File: src/rtl/ctrl_sm_pkg.sv
// ctrl_sm_pkg: state, instruction-class and trap-cause codes shared by the control FSM and its bus.
// Latency: none (definitions only).
// Backpressure: none (definitions only).
package ctrl_sm_pkg;

    typedef enum logic [2:0] {
        STATE_START = 3'd0,
        STATE_FETCH = 3'd1,
        STATE_LOAD  = 3'd2,
        STATE_STORE = 3'd3,
        STATE_EXEC  = 3'd4,
        STATE_HALT  = 3'd5,
        STATE_TRAP  = 3'd6
    } state_t;

    typedef logic [3:0] inst_t;
    typedef logic [1:0] cause_t;

    // Any code not listed here decodes as an ALU-class instruction.
    localparam inst_t INST_LOAD_BYTE = 4'd1;
    localparam inst_t INST_LOAD_HALF = 4'd2;
    localparam inst_t INST_LOAD_WORD = 4'd3;
    localparam inst_t INST_STORE     = 4'd4;
    localparam inst_t INST_EBREAK    = 4'd5;

    localparam cause_t TRAP_NONE   = 2'd0;
    localparam cause_t TRAP_IFU_TO = 2'd1;
    localparam cause_t TRAP_LSU_TO = 2'd2;

    function automatic logic is_load(input inst_t inst);
        return (inst == INST_LOAD_BYTE) || (inst == INST_LOAD_HALF) || (inst == INST_LOAD_WORD);
    endfunction

endpackage

File: src/rtl/ctrl_sm_if.sv
// ctrl_sm_if: IFU/LSU handshakes, debug controls and datapath enables around the control FSM.
// Latency: none (wires only).
// Backpressure: none; responses are single-cycle pulses the FSM must not miss.
interface ctrl_sm_if;
    import ctrl_sm_pkg::*;

    logic   ifu_respValid;
    logic   lsu_respValid;
    inst_t  inst_type;
    logic   halt_req;
    logic   resume;
    logic   reg_wen;
    logic   pc_wen;
    logic   lsu_wen;
    logic   lsu_reqValid;
    logic   ifu_reqValid;
    logic   halted;
    logic   trap;
    cause_t trap_cause;

    modport master (
        input  ifu_respValid, lsu_respValid, inst_type, halt_req, resume,
        output reg_wen, pc_wen, lsu_wen, lsu_reqValid, ifu_reqValid, halted, trap, trap_cause
    );

    modport slave (
        output ifu_respValid, lsu_respValid, inst_type, halt_req, resume,
        input  reg_wen, pc_wen, lsu_wen, lsu_reqValid, ifu_reqValid, halted, trap, trap_cause
    );

endinterface

File: src/rtl/wait_timer.sv
// wait_timer: counts cycles spent waiting for a bus response and flags the last allowed one.
// Latency: expired is combinational from the count and enable in the timeout cycle.
// Backpressure: none; a response (enable low) in the timeout cycle suppresses expired.
module wait_timer #(
    parameter int CNT_W          = 8,
    parameter int TIMEOUT_CYCLES = 255
) (
    input  logic clock,
    input  logic reset,
    input  logic clear,
    input  logic enable,
    output logic expired
);

    generate
        if (TIMEOUT_CYCLES == 0) begin : g_off
            assign expired = 1'b0;
        end else begin : g_on
            // The count is cleared on entry to a wait, so the Nth waiting cycle sees N-1.
            localparam logic [CNT_W-1:0] LAST = CNT_W'(TIMEOUT_CYCLES - 1);

            logic [CNT_W-1:0] count;

            // Wait-cycle counter: clear has priority over counting.
            always_ff @(posedge clock or posedge reset) begin
                if (reset) begin
                    count <= '0;
                end else if (clear) begin
                    count <= '0;
                end else if (enable) begin
                    count <= count + CNT_W'(1);
                end
            end

            assign expired = enable && (count == LAST);
        end
    endgenerate

endmodule

File: src/rtl/ctrl_sm.sv
// ctrl_sm: multi-cycle CPU control FSM with power-on hold-off, bus watchdog and debug halt.
// Latency: Mealy outputs in the response cycle; next fetch one cycle after an ALU/load retire.
// Backpressure: waits indefinitely on IFU/LSU responses unless the watchdog traps.
module ctrl_sm
    import ctrl_sm_pkg::*;
#(
    parameter int START_CYCLES   = 10,
    parameter int TIMEOUT_CYCLES = 255,
    parameter int CNT_W          = 8
) (
    input  logic      clock,
    input  logic      reset,
    ctrl_sm_if.master bus
);

    localparam logic [CNT_W-1:0] START_LAST = CNT_W'(START_CYCLES);

    state_t           state;
    state_t           state_next;
    logic [CNT_W-1:0] start_cnt;
    cause_t           cause_q;
    cause_t           cause_next;
    logic             at_boundary;
    logic             wait_clear;
    logic             wait_enable;
    logic             wait_expired;

    // A waiting cycle is one in FETCH/LOAD/STORE without the matching response.
    assign wait_enable = ((state == STATE_FETCH) && !bus.ifu_respValid) ||
                         (((state == STATE_LOAD) || (state == STATE_STORE)) && !bus.lsu_respValid);
    // Every state change restarts the wait count, which covers entry to each waiting state.
    assign wait_clear  = (state_next != state);

    wait_timer #(
        .CNT_W          (CNT_W),
        .TIMEOUT_CYCLES (TIMEOUT_CYCLES)
    ) u_wait_timer (
        .clock   (clock),
        .reset   (reset),
        .clear   (wait_clear),
        .enable  (wait_enable),
        .expired (wait_expired)
    );

    // State register.
    always_ff @(posedge clock or posedge reset) begin
        if (reset) begin
            state <= STATE_START;
        end else begin
            state <= state_next;
        end
    end

    // Power-on hold-off counter; parks once the first fetch is due.
    always_ff @(posedge clock or posedge reset) begin
        if (reset) begin
            start_cnt <= '0;
        end else if ((state == STATE_START) && (start_cnt != START_LAST)) begin
            start_cnt <= start_cnt + CNT_W'(1);
        end
    end

    // Trap cause is sticky until reset.
    always_ff @(posedge clock or posedge reset) begin
        if (reset) begin
            cause_q <= TRAP_NONE;
        end else begin
            cause_q <= cause_next;
        end
    end

    assign bus.trap_cause = cause_q;

    // Next-state and Mealy outputs; everything reads 0 while reset is held.
    always_comb begin
        state_next       = state;
        cause_next       = cause_q;
        at_boundary      = 1'b0;
        bus.reg_wen      = 1'b0;
        bus.pc_wen       = 1'b0;
        bus.lsu_wen      = 1'b0;
        bus.lsu_reqValid = 1'b0;
        bus.ifu_reqValid = 1'b0;
        bus.halted       = 1'b0;
        bus.trap         = 1'b0;
        if (!reset) begin
            case (state)
                STATE_START: begin
                    if (start_cnt == START_LAST) begin
                        bus.ifu_reqValid = 1'b1;
                        state_next       = STATE_FETCH;
                    end
                end
                STATE_FETCH: begin
                    if (bus.ifu_respValid) begin
                        if (bus.inst_type == INST_EBREAK) begin
                            state_next = STATE_HALT;
                        end else begin
                            bus.pc_wen = 1'b1;
                            if (is_load(bus.inst_type)) begin
                                bus.lsu_reqValid = 1'b1;
                                state_next       = STATE_LOAD;
                            end else if (bus.inst_type == INST_STORE) begin
                                bus.lsu_reqValid = 1'b1;
                                bus.lsu_wen      = 1'b1;
                                state_next       = STATE_STORE;
                            end else begin
                                bus.reg_wen = 1'b1;
                                state_next  = STATE_EXEC;
                            end
                        end
                    end else if (wait_expired) begin
                        state_next = STATE_TRAP;
                        cause_next = TRAP_IFU_TO;
                    end
                end
                STATE_LOAD: begin
                    if (bus.lsu_respValid) begin
                        bus.reg_wen = 1'b1;
                        state_next  = STATE_EXEC;
                    end else if (wait_expired) begin
                        state_next = STATE_TRAP;
                        cause_next = TRAP_LSU_TO;
                    end
                end
                STATE_STORE: begin
                    if (bus.lsu_respValid) begin
                        at_boundary = 1'b1;
                    end else if (wait_expired) begin
                        state_next = STATE_TRAP;
                        cause_next = TRAP_LSU_TO;
                    end
                end
                STATE_HALT: begin
                    bus.halted = 1'b1;
                    if (bus.resume) begin
                        bus.ifu_reqValid = 1'b1;
                        state_next       = STATE_FETCH;
                    end
                end
                STATE_TRAP: begin
                    bus.trap = 1'b1;
                end
                // EXEC, and the unused encoding, retire the instruction.
                default: begin
                    at_boundary = 1'b1;
                end
            endcase
            // Instruction boundary: a pending halt request wins over the next fetch.
            if (at_boundary) begin
                if (bus.halt_req) begin
                    state_next = STATE_HALT;
                end else begin
                    bus.ifu_reqValid = 1'b1;
                    state_next       = STATE_FETCH;
                end
            end
        end
    end

    logic [39:0] state_name_unused;

    // ASCII state name for waveform viewing.
    always_comb begin
        case (state)
            STATE_START: state_name_unused = "START";
            STATE_FETCH: state_name_unused = "FETCH";
            STATE_LOAD:  state_name_unused = "LOAD ";
            STATE_STORE: state_name_unused = "STORE";
            STATE_EXEC:  state_name_unused = "EXEC ";
            STATE_HALT:  state_name_unused = "HALT ";
            STATE_TRAP:  state_name_unused = "TRAP ";
            default:     state_name_unused = "EXEC ";
        endcase
    end

endmodule

File: src/flat_wrapper.sv
// flat-port wrapper written by rule: the top's interface ports become plain ports
module ctrl_sm_flat import ctrl_sm_pkg::*;
#(
    parameter int START_CYCLES   = 10,
    parameter int TIMEOUT_CYCLES = 255,
    parameter int CNT_W          = 8
)
  (clock, reset, bus_ifu_respValid, bus_lsu_respValid, bus_inst_type, bus_halt_req, bus_resume, bus_reg_wen, bus_pc_wen, bus_lsu_wen, bus_lsu_reqValid, bus_ifu_reqValid, bus_halted, bus_trap, bus_trap_cause);
  ctrl_sm_if bus_i ();
  input  logic clock;
  input  logic reset;
  input wire logic [$bits(bus_i.ifu_respValid)-1:0] bus_ifu_respValid;
  input wire logic [$bits(bus_i.lsu_respValid)-1:0] bus_lsu_respValid;
  input wire logic [$bits(bus_i.inst_type)-1:0] bus_inst_type;
  input wire logic [$bits(bus_i.halt_req)-1:0] bus_halt_req;
  input wire logic [$bits(bus_i.resume)-1:0] bus_resume;
  output wire logic [$bits(bus_i.reg_wen)-1:0] bus_reg_wen;
  output wire logic [$bits(bus_i.pc_wen)-1:0] bus_pc_wen;
  output wire logic [$bits(bus_i.lsu_wen)-1:0] bus_lsu_wen;
  output wire logic [$bits(bus_i.lsu_reqValid)-1:0] bus_lsu_reqValid;
  output wire logic [$bits(bus_i.ifu_reqValid)-1:0] bus_ifu_reqValid;
  output wire logic [$bits(bus_i.halted)-1:0] bus_halted;
  output wire logic [$bits(bus_i.trap)-1:0] bus_trap;
  output wire logic [$bits(bus_i.trap_cause)-1:0] bus_trap_cause;
  assign bus_i.ifu_respValid = bus_ifu_respValid;
  assign bus_i.lsu_respValid = bus_lsu_respValid;
  assign bus_i.inst_type = bus_inst_type;
  assign bus_i.halt_req = bus_halt_req;
  assign bus_i.resume = bus_resume;
  assign bus_reg_wen = bus_i.reg_wen;
  assign bus_pc_wen = bus_i.pc_wen;
  assign bus_lsu_wen = bus_i.lsu_wen;
  assign bus_lsu_reqValid = bus_i.lsu_reqValid;
  assign bus_ifu_reqValid = bus_i.ifu_reqValid;
  assign bus_halted = bus_i.halted;
  assign bus_trap = bus_i.trap;
  assign bus_trap_cause = bus_i.trap_cause;
  ctrl_sm #(.START_CYCLES(START_CYCLES), .TIMEOUT_CYCLES(TIMEOUT_CYCLES), .CNT_W(CNT_W)) u_core (.clock(clock), .reset(reset), .bus(bus_i));
endmodule
File: config.mk
export PLATFORM = sky130hd
export DESIGN_NAME = ctrl_sm_flat
export DESIGN_NICKNAME = d
export VERILOG_FILES = /design/src/rtl/ctrl_sm_pkg.sv /design/src/rtl/ctrl_sm_if.sv /design/src/rtl/wait_timer.sv /design/src/rtl/ctrl_sm.sv /design/src/flat_wrapper.sv
export SDC_FILE = /design/constraint.sdc
export NUM_CORES = 1
export LEC_CHECK = 0
export ABC_AREA = 1
export BUFFER_PORTS_ARGS = -buffer_cell sky130_fd_sc_hd__buf_2
export CAP_MARGIN = 20
export CORE_MARGIN = 2
export CORE_UTILIZATION = 60
export DETAILED_ROUTE_END_ITERATION = 7
export PLACE_DENSITY = 0.82
export SETUP_SLACK_MARGIN = 0.5
export SLEW_MARGIN = 40
export SYNTH_ARGS = -nofsm -noshare
export SYNTH_HDL_FRONTEND = slang
export SYNTH_SLANG_ARGS = --single-unit
File: constraint.sdc
create_clock -name clock -period 4.6 [get_ports clock]
set_input_delay 0.69 -clock clock [delete_from_list [all_inputs] [get_ports clock]]
set_output_delay 0.69 -clock clock [all_outputs]
set_load 0.05 [all_outputs]
==> metrics.md <==
| Metric | Value |
|---|---|
| Clk root buf | `clkbuf_4` |
| DR DRC count | `0` |
| CP max FO | `8` |
| Most used cell, CP | `nand2_1` |
| CP max stage cell | `dfrtp_1` |
| Pleak | `0.864 nW` |
| Post-Syn Area per Cell | `a little over 7 um^2` |
| Worst R2R Path Depth | `13` |
| Unique masters post-synth | `27` |
| GRT overflow | `0` |
| Die H | `53.4 um` |
| Final hold vios | `0` |
| Pin count of the biggest net entering global routing | `29` |
| Worst EP arrival | `1970 ps` |
| Router iterations before antenna repair | `5` |
| PortBufs | `18` |
| Tcrit/Tclk final | `0.579` |
| Setup Viol. Count Final | `0` |
| Clk sink count | `21` |
| Vias in the first global route | `about 1,100` |
| Clock Latency Late Sink | `about 300 ps` |
| Least-Margin Pin Slew | `roughly 440 ps` |
| Initial antenna violation count | `0` |
| Cell Area, Synth | `1470 um^2` |
| CTS tree | `yes` |
| Crit start category | `register` |
| R2r startpoint | `u_core.state[0]` |
| Ports | `19` |
| Post-CTS Setup Repair Bufs | `0` |
| Fin. max-slew vios | `0` |
| Die width | `53.4 um` |
| Post-route setup slack | `1940 ps` |
| Power per Cell Area | `522 nW/um^2` |
| DP HPWL | `2170 um` |
| Met3 usage | `0.0169` |
| Share of layout cells above drive strength 1 | `0.199` |
| DRT Wirelength | `approximately 2700 um` |
| TritonCTS Buffers | `3` |
| Final Net Count | `236` |
| Clock skew | `5.39 ps` |
| Antenna-violating nets left | `0` |
| Setup TNS | `0 ps` |
| GR met1 Demand/Resource | `0.306` |
| Area Overhead vs Synth | `8.63%` |
| H-tree Lvls | `1` |
| CP Cell Sequence | `nand2_1 > nor2_1 > nand2_1 > o21ai_2 > nand2_1 > a31oi_1 > buf_2` |
| Worst Path Required | `around 4000 ps` |
| Synth Warn # | `0` |
| Clock transition at path regs | `120 ps` |
| Worst R2R End | `u_core.u_wait_timer.g_on.count[6]` |
| CTS Hold Bufs | `0` |
| Net Count, Synth | `around 220` |
| Seq/Total Area, Yosys | `0.359` |
| DR WL/cell | `between 10 and 15 um` |
| Post-CTS sizing | `0` |
| CTS max path bufs | `2` |
| Status | `completed` |
| Dpl ws | `2090 ps` |
| First-pass GRT wire length | `4840 um` |
| GP Congestion | `0.796` |
| Max-cap violations | `0` |
| Crit-path max cell delay | `just under 600 ps` |
| N_diodes | `0` |
| Total number of vias | `1,272` |
| Initial Util | `0.650` |
| Period minus WS final | `2660 ps` |
| Gr busiest metal | `met2` |
| Top delay family on crit path | `flip-flops` |
| Element type at the critical path end | `output port` |
| Commonest non-fill, non-tap cell in the layout | `nand2_1` |
| Max Freq | `between 0.3 and 0.4 GHz` |
| Die area | `~2900 um^2` |
| RSZ-0062 raised after global routing | `false` |
| Core area | `about 2300 um^2` |
| Initial DRC Count | `35` |
| Flop-to-flop setup slack | `2650 ps` |
| Maximum VDD drop | `395 uV` |
| Vias per cell | `5.11` |
| Most frequent cells in the layout | `52 x nand2_1, 28 x nor2_1, 24 x inv_1` |
| Flops & latches, synth | `21` |
| Hold WC Path Type | `in2async` |
| Worst Path Buf+Inv | `1` |
| Row Count | `17` |
| Layout fillers | `198` |
| Mapped Cells | `202` |
| Setup Crit Path Kind | `reg2out` |
| Relative slew slack | `0.704` |
| Tot GR Track Use | `0.232` |
| Met2 Usage GRT | `0.395` |
==> power breakdown <==
part	internal, mW	leakage [nW]	switching (mW)	total [mW]
clock	0.0325	0.0177	0.0553	0.0878
sequential	0.235	0.274	0.0673	0.302
combinational	0.144	0.572	0.297	0.441
total	0.411	0.864	0.420	0.831
==> cell families after synthesis <==
family | synth area share
buffers and inverters | 0.0897
and+or+nand+nor | 0.376
xor gates and xnor gates | 0.0837
AOI/OAI and AO/OA | 0.0581
DFF | 0.359
adders and majority gates | 0.0342
==> synthesized netlist by cell type <==
cell / instances / share of area
nand4_1: 2 / 0.0085
nand2_1: 52 / 0.13
nor2_2: 8 / 0.034
a31oi_1: 1 / 0.0043
inv_2: 1 / 0.0026
buf_2: 1 / 0.0034
xor2_1: 10 / 0.060
a22oi_1: 1 / 0.0051
nor2_4: 2 / 0.015
buf_6: 2 / 0.015
nor2_1: 28 / 0.072
inv_1: 24 / 0.061
inv_4: 1 / 0.0043
xnor2_1: 4 / 0.024
a21oi_1: 5 / 0.017
dfrtp_1: 21 / 0.36
ha_1: 4 / 0.034
o21ai_0: 6 / 0.020
nand3_4: 1 / 0.012
o21ai_2: 1 / 0.0060
nand2_4: 2 / 0.015
nand2_2: 4 / 0.017
nand3_2: 1 / 0.0068
nand3_1: 15 / 0.051
clkinv_1: 1 / 0.0026
o21bai_1: 1 / 0.0051
nor3_1: 3 / 0.010
==> per-layer routing <==
layer  wire length (um)  share of wire
met2               1330           0.49
met3                127          0.047
met1               1250           0.46
met5                  0              0
met4                 25         0.0092
==> final cells by class <==
type | count | area, um^2 | share of cell area
timing repair buffer | 18 | 90.1 | 0.0566
sequential | 21 | 526 | 0.330
clock buffer | 3 | 22.5 | 0.0142
clock inverter | 1 | 5.00 | 0.00314
multi-input combinational | 151 | 808 | 0.508
tap | 28 | 35.0 | 0.0220
inverter | 27 | 105 | 0.0660
==> sequential cells by signal (all words and copies together) (netlist names) <==
signal and flops:
u_core.bus.trap_cause 2, u_core.state 3, u_core.start_cnt 8, u_core.u_wait_timer.g_on.count 8
==> worst max-delay path by stage <==
stage,startpoint,cells after the start,endpoint,slack [ps]
global placement,reset,5,bus_trap,1700
floorplan,reset,4,bus_trap,1460
detailed placement,reset,5,bus_trap,2090
finish,u_core.state[0],7,bus_ifu_reqValid,1940
global route,u_core.state[0],9,bus_reg_wen,1780
CTS,u_core.state[1],10,bus_reg_wen,1960
==> per-stage QoR <==
step | instances | instance area, um^2 | hold slack [ps] | power (mW) | util
2_1_floorplan | 202 | 1470 | 446 | 0.672 | -
3_3_place_gp | 245 | 1560 | 465 | 0.729 | 0.693
6_report | 249 | 1590 | 442 | 0.831 | 0.706
5_1_grt | 249 | 1590 | 460 | 0.912 | 0.706
4_1_cts | 249 | 1590 | 441 | 0.838 | 0.706
3_5_place_dp | 245 | 1560 | 475 | 0.750 | 0.694
Power figures use the tool's default switching activity.
